$ cat src/rtl/multicycle_control_unit_if.sv
// multicycle_control_unit_if: instruction fields and ALU flags in, datapath controls out
// master: drives cond/op/funct/rd/alu_flags/mem_ready, receives the datapath controls
// slave: the control unit side
interface multicycle_control_unit_if #(parameter int ALU_CTRL_W = 4);
  logic [3:0] cond;
  logic [1:0] op;
  logic [5:0] funct;
  logic [3:0] rd;
  logic [3:0] alu_flags;
  logic mem_ready;
  logic pc_write;
  logic ir_write;
  logic adr_src;
  logic mem_write;
  logic reg_write;
  logic link_write;
  logic [1:0] result_src;
  logic [1:0] alu_src_a;
  logic [1:0] alu_src_b;
  logic [ALU_CTRL_W-1:0] alu_control;
  logic [1:0] reg_src;
  logic [1:0] imm_src;
  modport master (
    output cond, op, funct, rd, alu_flags, mem_ready,
    input pc_write, ir_write, adr_src, mem_write, reg_write, link_write,
    input result_src, alu_src_a, alu_src_b, alu_control, reg_src, imm_src
  );
  modport slave (
    input cond, op, funct, rd, alu_flags, mem_ready,
    output pc_write, ir_write, adr_src, mem_write, reg_write, link_write,
    output result_src, alu_src_a, alu_src_b, alu_control, reg_src, imm_src
  );
endinterface

$ cat src/rtl/multicycle_control_unit.sv
// multicycle_control_unit: FSM sequencing fetch/decode/execute over a shared memory port and ALU
// clk, rst (async, active-high); bus: slave side of multicycle_control_unit_if
module multicycle_control_unit #(
  parameter bit HAS_MEM_READY = 1'b1,
  parameter int ALU_CTRL_W = 4
) (
  input logic clk,
  input logic rst,
  multicycle_control_unit_if.slave bus
);
  typedef enum logic [3:0] {FETCH, DECODE, MEMADR, MEMWRITE, MEMREAD, MEMWB, EXECR, EXECI, ALUWB, BRANCH} state_t;
  state_t state_q, state_d;
  logic [3:0] flags_q, flags_d;
  logic cond_ex_q, cond_ex_d;
  logic ready, cond_ok, is_cmp, arith;
  logic [3:0] cmd, dp_op, alu_op;
  logic [1:0] flag_w, result_src, alu_src_a, alu_src_b;
  logic pc_w, ir_w, adr_src, mem_w, reg_w, link_w;
  assign ready = HAS_MEM_READY ? bus.mem_ready : 1'b1;
  assign cmd = bus.funct[4:1];
  assign is_cmp = cmd == 4'b1010;
  assign arith = cmd == 4'b0100 || cmd == 4'b0010 || is_cmp;
  assign flag_w = {bus.funct[0], bus.funct[0] & arith};
  // CMP runs as SUB; unknown commands fall back to ADD
  assign dp_op = cmd == 4'b0010 || is_cmp ? 4'h1 :
                 cmd == 4'b0000 ? 4'h2 :
                 cmd == 4'b1100 ? 4'h3 :
                 cmd == 4'b0001 ? 4'h4 :
                 cmd == 4'b1101 ? 4'h5 : 4'h0;
  always_comb begin
    case (bus.cond)
      4'h0: cond_ok = flags_q[2];
      4'h1: cond_ok = ~flags_q[2];
      4'h2: cond_ok = flags_q[1];
      4'h3: cond_ok = ~flags_q[1];
      4'h4: cond_ok = flags_q[3];
      4'h5: cond_ok = ~flags_q[3];
      4'h6: cond_ok = flags_q[0];
      4'h7: cond_ok = ~flags_q[0];
      4'h8: cond_ok = flags_q[1] & ~flags_q[2];
      4'h9: cond_ok = ~flags_q[1] | flags_q[2];
      4'ha: cond_ok = flags_q[3] == flags_q[0];
      4'hb: cond_ok = flags_q[3] != flags_q[0];
      4'hc: cond_ok = ~flags_q[2] & (flags_q[3] == flags_q[0]);
      4'hd: cond_ok = flags_q[2] | (flags_q[3] != flags_q[0]);
      default: cond_ok = 1'b1;
    endcase
  end
  always_ff @(posedge clk or posedge rst) begin
    if (rst) begin
      state_q <= FETCH;
      flags_q <= '0;
      cond_ex_q <= 1'b0;
    end else begin
      state_q <= state_d;
      flags_q <= flags_d;
      cond_ex_q <= cond_ex_d;
    end
  end
  always_comb begin
    state_d = state_q;
    flags_d = flags_q;
    cond_ex_d = cond_ex_q;
    pc_w = 1'b0;
    ir_w = 1'b0;
    adr_src = 1'b0;
    mem_w = 1'b0;
    reg_w = 1'b0;
    link_w = 1'b0;
    result_src = 2'b00;
    alu_src_a = 2'b00;
    alu_src_b = 2'b00;
    alu_op = 4'h0;
    case (state_q)
      FETCH: begin
        result_src = 2'b10;
        alu_src_a = 2'b01;
        alu_src_b = 2'b10;
        ir_w = ready;
        pc_w = ready;
        state_d = ready ? DECODE : FETCH;
      end
      DECODE: begin
        result_src = 2'b10;
        alu_src_a = 2'b01;
        alu_src_b = 2'b10;
        cond_ex_d = cond_ok;
        state_d = bus.op == 2'b01 ? MEMADR :
                  bus.op == 2'b00 ? (bus.funct[5] ? EXECI : EXECR) :
                  bus.op == 2'b10 ? BRANCH : FETCH;
      end
      MEMADR: begin
        alu_src_b = 2'b01;
        alu_op = bus.funct[3] ? 4'h0 : 4'h1;
        state_d = bus.funct[0] ? MEMREAD : MEMWRITE;
      end
      MEMWRITE: begin
        adr_src = 1'b1;
        mem_w = cond_ex_q;
        state_d = FETCH;
      end
      MEMREAD: begin
        adr_src = 1'b1;
        state_d = ready ? MEMWB : MEMREAD;
      end
      MEMWB: begin
        result_src = 2'b01;
        reg_w = cond_ex_q;
        pc_w = reg_w & (bus.rd == 4'hf);
        state_d = FETCH;
      end
      EXECR, EXECI: begin
        alu_src_b = state_q == EXECI ? 2'b01 : 2'b00;
        alu_op = dp_op;
        // flags commit at the EXEC exit edge, so only later instructions see them
        if (cond_ex_q)
          flags_d = {flag_w[1] ? bus.alu_flags[3:2] : flags_q[3:2], flag_w[0] ? bus.alu_flags[1:0] : flags_q[1:0]};
        state_d = ALUWB;
      end
      ALUWB: begin
        reg_w = cond_ex_q & ~is_cmp;
        pc_w = reg_w & (bus.rd == 4'hf);
        state_d = FETCH;
      end
      BRANCH: begin
        alu_src_b = 2'b01;
        result_src = 2'b10;
        pc_w = cond_ex_q;
        link_w = cond_ex_q & bus.funct[4];
        state_d = FETCH;
      end
      default: state_d = FETCH;
    endcase
  end
  // write enables gated by rst so an abort cannot leak a write during reset
  assign bus.pc_write = pc_w & ~rst;
  assign bus.ir_write = ir_w & ~rst;
  assign bus.mem_write = mem_w & ~rst;
  assign bus.reg_write = reg_w & ~rst;
  assign bus.link_write = link_w & ~rst;
  assign bus.adr_src = adr_src;
  assign bus.result_src = result_src;
  assign bus.alu_src_a = alu_src_a;
  assign bus.alu_src_b = alu_src_b;
  assign bus.alu_control = ALU_CTRL_W'(alu_op);
  assign bus.reg_src = {bus.op == 2'b01, bus.op == 2'b10};
  assign bus.imm_src = bus.op;
endmodule

$ cat src/flat_wrapper.sv
// flat-port wrapper written by rule: the top's interface ports become plain ports
module multicycle_control_unit_flat 
#(
  parameter bit HAS_MEM_READY = 1'b1,
  parameter int ALU_CTRL_W = 4
)
  (clk, rst, bus_cond, bus_op, bus_funct, bus_rd, bus_alu_flags, bus_mem_ready, bus_pc_write, bus_ir_write, bus_adr_src, bus_mem_write, bus_reg_write, bus_link_write, bus_result_src, bus_alu_src_a, bus_alu_src_b, bus_alu_control, bus_reg_src, bus_imm_src);
  multicycle_control_unit_if #(.ALU_CTRL_W(ALU_CTRL_W)) bus_i ();
  input logic clk;
  input logic rst;
  input wire logic [$bits(bus_i.cond)-1:0] bus_cond;
  input wire logic [$bits(bus_i.op)-1:0] bus_op;
  input wire logic [$bits(bus_i.funct)-1:0] bus_funct;
  input wire logic [$bits(bus_i.rd)-1:0] bus_rd;
  input wire logic [$bits(bus_i.alu_flags)-1:0] bus_alu_flags;
  input wire logic [$bits(bus_i.mem_ready)-1:0] bus_mem_ready;
  output wire logic [$bits(bus_i.pc_write)-1:0] bus_pc_write;
  output wire logic [$bits(bus_i.ir_write)-1:0] bus_ir_write;
  output wire logic [$bits(bus_i.adr_src)-1:0] bus_adr_src;
  output wire logic [$bits(bus_i.mem_write)-1:0] bus_mem_write;
  output wire logic [$bits(bus_i.reg_write)-1:0] bus_reg_write;
  output wire logic [$bits(bus_i.link_write)-1:0] bus_link_write;
  output wire logic [$bits(bus_i.result_src)-1:0] bus_result_src;
  output wire logic [$bits(bus_i.alu_src_a)-1:0] bus_alu_src_a;
  output wire logic [$bits(bus_i.alu_src_b)-1:0] bus_alu_src_b;
  output wire logic [$bits(bus_i.alu_control)-1:0] bus_alu_control;
  output wire logic [$bits(bus_i.reg_src)-1:0] bus_reg_src;
  output wire logic [$bits(bus_i.imm_src)-1:0] bus_imm_src;
  assign bus_i.cond = bus_cond;
  assign bus_i.op = bus_op;
  assign bus_i.funct = bus_funct;
  assign bus_i.rd = bus_rd;
  assign bus_i.alu_flags = bus_alu_flags;
  assign bus_i.mem_ready = bus_mem_ready;
  assign bus_pc_write = bus_i.pc_write;
  assign bus_ir_write = bus_i.ir_write;
  assign bus_adr_src = bus_i.adr_src;
  assign bus_mem_write = bus_i.mem_write;
  assign bus_reg_write = bus_i.reg_write;
  assign bus_link_write = bus_i.link_write;
  assign bus_result_src = bus_i.result_src;
  assign bus_alu_src_a = bus_i.alu_src_a;
  assign bus_alu_src_b = bus_i.alu_src_b;
  assign bus_alu_control = bus_i.alu_control;
  assign bus_reg_src = bus_i.reg_src;
  assign bus_imm_src = bus_i.imm_src;
  multicycle_control_unit #(.HAS_MEM_READY(HAS_MEM_READY), .ALU_CTRL_W(ALU_CTRL_W)) u_core (.clk(clk), .rst(rst), .bus(bus_i));
endmodule
$ cat config.mk
export PLATFORM = sky130hd
export DESIGN_NAME = multicycle_control_unit_flat
export DESIGN_NICKNAME = d
export VERILOG_FILES = /design/src/rtl/multicycle_control_unit_if.sv /design/src/rtl/multicycle_control_unit.sv /design/src/flat_wrapper.sv
export SDC_FILE = /design/constraint.sdc
export NUM_CORES = 1
export LEC_CHECK = 0
export ABC_AREA = 1
export BUFFER_PORTS_ARGS = -buffer_cell sky130_fd_sc_hd__clkbuf_2
export CAP_MARGIN = 0
export CORE_MARGIN = 4
export CORE_UTILIZATION = 45
export CTS_CLUSTER_DIAMETER = 40
export CTS_CLUSTER_SIZE = 14
export DETAILED_ROUTE_END_ITERATION = 16
export PLACE_DENSITY = 0.79
export SLEW_MARGIN = 20
export SYNTH_ARGS = -nofsm -noshare
export SYNTH_HDL_FRONTEND = slang
export SYNTH_SLANG_ARGS = --single-unit
$ cat constraint.sdc
create_clock -name clk -period 1.5 [get_ports clk]
set_input_delay 0.225 -clock clk [delete_from_list [all_inputs] [get_ports clk]]
set_output_delay 0.225 -clock clk [all_outputs]
set_load 0.01 [all_outputs]
# After elaboration in Yosys (flattened, before gate mapping)
# Cells that the tools add are included.
# op_classes
n_addsub	0
shifts	0
n_div	0
n_eq_ne	33
bitwise	20
magnitude_cmp	0
mul	0
reduce_logical	14
n_mux	26
# ops
operator	count
4-bit == test, second input constant	12
4-bit by 3-bit == test with 1-bit output, second input constant	9
4-bit 2-to-1 mux	7
4-bit by 2-bit == test with 1-bit output, second input constant	5
4-bit case mux with 5 select lines	1
1-bit case mux with 14 select lines	1
1-bit bitwise AND	12
4-bit by 1-bit == test with 1-bit output, second input constant	3
4-bit logical NOT	3
1-bit 2-to-1 mux	10
4-bit case mux with 2 select lines	1
2-bit OR reduction	4
3-bit 2-to-1 mux	2
1-bit NOT	6
2-bit case mux with 3 select lines	1
3-bit AND reduction	2
1-bit case mux with 4 select lines	1
2-bit case mux with 2 select lines	1
1-bit logical OR	3
3-bit OR reduction	1
2-bit by 1-bit == test with 1-bit output, second input constant	1
2-bit == test, second input constant	1
2-bit logical NOT	1
1-bit OR	2
other kinds (3)	3
# totals
output_inout_bits	20
mem_bits_rw	0
latchBits	0
register_bits	9
mem_count	0
rom_bits	0
wordCells	97

# Longest topological paths before layout
# depth
word_depth	7
depth_mapped	8
ltp_nobuf	8

# Least setup slack after synthesis
# No wires, ideal clock.
# synth_timing
kind	register -> output
from	reg u_core.state_q[0]
to	out bus_pc_write
path_buffers	0
setup_slack_ns	0.140
path_stages_with_launch	6
arrival_time_ns	1.135
cell_sequence	dfrtp_1 -> nor2_1 -> nand3b_1 -> nor3_1 -> inv_1 -> nand2_1
# synth_between
elab_chain_len	3
# synth_lines
element	line	text
from (decl)	multicycle_control_unit.sv:12	state_t state_q, state_d;
from (signal assigned)	multicycle_control_unit.sv:55	state_q <= state_d;
4-bit == test, or another cell as far along	multicycle_control_unit.sv:74	case (state_q)
1-bit case mux with 4 select lines (*)	multicycle_control_unit.sv:74	
1-bit bitwise AND (*)	multicycle_control_unit.sv:136	assign bus.pc_write = pc_w & ~rst;
to (decl)	flat_wrapper.sv:17	output wire logic [$bits(bus_i.pc_write)-1:0] bus_pc_write;
# Mark *: on every way between the ends. The rest lies on a longest branch, timed or not.

# Worst setup path in the final report
# layout_timing
from	reg u_core.state_q[1]
to	out bus_link_write
# layout_between
elab_chain_len	3
# layout_lines
element	line	text
4-bit == test	multicycle_control_unit.sv:74	
1-bit 2-to-1 mux	multicycle_control_unit.sv:74	
1-bit bitwise AND	multicycle_control_unit.sv:140	assign bus.link_write = link_w & ~rst;
to (decl)	flat_wrapper.sv:22	output wire logic [$bits(bus_i.link_write)-1:0] bus_link_write;
# No other way between the ends.

==> out/results.ini <==
[layout]
fin_nets = 225
antennaDiodeCount = 0
area_growth_pct = 48.8
drive_gt1_share_pct = 41.3
fillers = 146
post_layout_nonfiller_instances = 226

[synthesis]
synth_mux_area_share_pct = 0
synth_fa_ha_area_share_pct = 0
synth_top_area_cell = dfrtp_1
yosys.area_share.xor_xnor_pct = 0
synthTopCellsByArea = dfrtp_1 (26%), nand2_1 (17%), inv_1 (11%), nand3_1 (10%), nor2_1 (6.5%)
synth_top_family_by_area = simple AND/OR/NAND/NOR gates
netlist.area_leader.share_pct = 26.2
synth_cell_types = 21
syn_area_per_cell_um2 = 5.94
yosysWarnings = 0
yosysSeqAreaShare_pct = 26.2
ys_seq_elements = 9
synth_area_um2 = 861
synth_compound_area_share_pct = 10.5
synthSimpleGateAreaFrac_pct = 46.7
syn-instance-count = 145

[worst_setup_path]
cpPeakStageDelay_ns = 0.43
required_ns = 1.27
r2r-end = u_core.cond_ex_q
worst_path_max_delay_cell = dfrtp_2
rr_startpoint = u_core.state_q[1]
r2r_slack_ns = 0.01
timing.critical_path.from_type = register
startpoint = u_core.state_q[1]
endpoint = bus_link_write
cp-end-kind = output port
cp.arrival_ns = 1.54
crit_path_max_fanout = 4
reg2regPathDepth = 9
cp_cell_sequence = buf_6, nor2_4, nand3_1, nor3_1, clkbuf_2
crit_type = reg -> out

[drt]
met3_length_um = 227
drt_pass1_iterations = 4
drc = 0
drt_iter0_drc = 47
final_antenna_net_count = 0
avgRoutedWirePerCell_um = 12.7
drt-total-wl_um = 2870
wl_met1_um = 1100
routed-wl-met2_um = 1420
vias_per_cell = 5.17
vias = 1169
topRoutingLayerUsed = met4

[clock_network]
clock_latency_ns = 0.25
cts_root_buffer = clkbuf_4
cts_tree = built
clk_pin_slew_ns = 0.06
clkSinkCount = 9
ctsLongestPathBuffers = 2
cts_buffers = 3
htreeDepth = 1

[min_path]
hp-start = bus_alu_flags[2]
min_path_type = in -> reg

[placed_design]
dp.cells = 209
gp_congestion = 0.865
port_buffers = 40
hpwl_um = 1830

[outcome]
violations = negative setup slack
status = finished with violations

[floorplanning]
floorplan.die.width_um = 51.7
num_rows = 15
fp.dieH_um = 51.7
start_util_pct = 48.8
core-area_um2 = 1760
die-area_um2 = 2680
ioPinCount = 43

[sta]
fmax_mhz = 566
period_minus_slack_ns = 1.77
rsz0062_at_grt = true
finalSetupViolations = 14
worst_slack_ns = -0.266
fin_setup_tns_ns = -2.03
period_share_pct = 118
slew_violations = 0
finalHoldViolCount = 0
finalClockSkew_ns = 0.00320

[global_routing]
grt_pass1_vias = 1056
grt_first_pass_wirelength_um = 4480
grt_overflow = 0
grt_start_max_net_pins = 10
antenna_found_initial = 0
globalRouteTotalUtil_pct = 21.8

[power_and_ir_drop]
vdd.ir_drop.worst_mv = 0.841
power.leakage_nw = 0.760
cellPowerDensity_nw_per_um2 = 1420

[job]
maxCapViolations = 0

## what timing repair did
item / 4_1_cts / 5_1_grt
gates cloned: 0 / 0
hold buffers: 1 / 0
endpoints found under the hold margin: 9 / 0
setup endpoints to repair: 12 / 14
setup buffers: 7 / 5
resized for setup: 15 / 14
pin swaps: 5 / 9
## logic make-up (layout without fill, tap and decap cells)
family	Yosys count	after routing
other	1	2
buffers and inverters	32	87
AOI/OAI and AO/OA	16	16
and+or+nand+nor	87	87
DFF	9	9
## Yosys cell counts
master and instances:
nor2_1 15, dfrtp_1 9, conb_1 1, nor2_2 1, nand3b_1 2, o21ai_0 7
nand3_1 18, buf_2 1, nand2_4 1, nand2_2 1, nand4_1 3, o31ai_1 2
nor3_4 1, o211ai_1 2, inv_1 25, nand2_1 40, nor2_4 1, a21oi_1 5
inv_2 1, buf_4 5, nor3_1 4
## layout make-up
cell class	count	area (um2)	area share, %
clock buffer	4	26.3	2.05
inverter	26	97.6	7.62
multi-input combinational	105	557	43.5
sequential	9	229	17.9
tap	25	31.3	2.44
timing repair buffer	57	340	26.6
## through the flow
stage	utilization, %	power (mW)	area (um2)	hold WS, ns	setup WS (ns)
final	72.6	1.82	1280	0.185	-0.266
after global routing	72.6	1.94	1280	0.190	-0.353
after CTS	68.9	1.63	1220	0.181	-0.101
after global placement	61.4	1.24	1080	0.208	0.139
after floorplan	-	0.976	865	0.0529	0.140
after detailed placement	61.4	1.25	1080	0.202	0.0842
## cells in the final DEF (no fill, tap or decap), types with 3 or more instances in the layout
cell / netlist / routed
nand2_2: 1 / 4
o21ai_0: 7 / 6
inv_2: 1 / 3
nand2_1: 40 / 37
buf_2: 1 / 5
inv_1: 25 / 23
buf_4: 5 / 15
clkbuf_4: 0 / 3
nand4_1: 3 / 3
clkbuf_2: 0 / 34
dfrtp_2: 0 / 3
nor2_1: 15 / 12
nand3_1: 18 / 16
nor3_2: 0 / 3
nor2_4: 1 / 3
a21oi_1: 5 / 4
dfrtp_1: 9 / 6
## metal layers
| metal | global-route usage (%) | vias up |
|---|---|---|
| li1 | - | 566 |
| met1 | 26.2 | 521 |
| met2 | 37.9 | 67 |
| met3 | 2.87 | 15 |
| met4 | 10.5 | 0 |
| met5 | 0 | - |
## critical path: cells and delay by family, from the launching register on
kind / cells / cell delay (ns)
flip-flops: 1 / 0.43
AND/OR/NAND/NOR: 3 / 0.54
buffers and inverters: 2 / 0.32
## flip-flops by register name (all words and copies together), names as in the netlist
signal	count
u_core.cond_ex_q	1
u_core.flags_q	4
u_core.state_q	4
## how the worst min path moves through the flow
stage / to / depth (start not counted) / slack [ns]
2_1_floorplan: u_core.cond_ex_q / 1 / 0.05
3_3_place_gp: u_core.state_q[2] / 2 / 0.21
3_5_place_dp: u_core.state_q[2] / 2 / 0.20
4_1_cts: u_core.flags_q[2] / 3 / 0.18
5_1_grt: u_core.flags_q[2] / 3 / 0.19
6_report: u_core.flags_q[2] / 3 / 0.18
## power by group
group / switching (mW) / leakage [nW] / internal, mW / total, mW
Clock: 0.0765 / 0.0150 / 0.102 / 0.179
Combinational: 0.675 / 0.635 / 0.514 / 1.19
Sequential: 0.107 / 0.109 / 0.341 / 0.448
Total: 0.858 / 0.760 / 0.958 / 1.82
No activity file was read; power rests on OpenSTA's default activity.
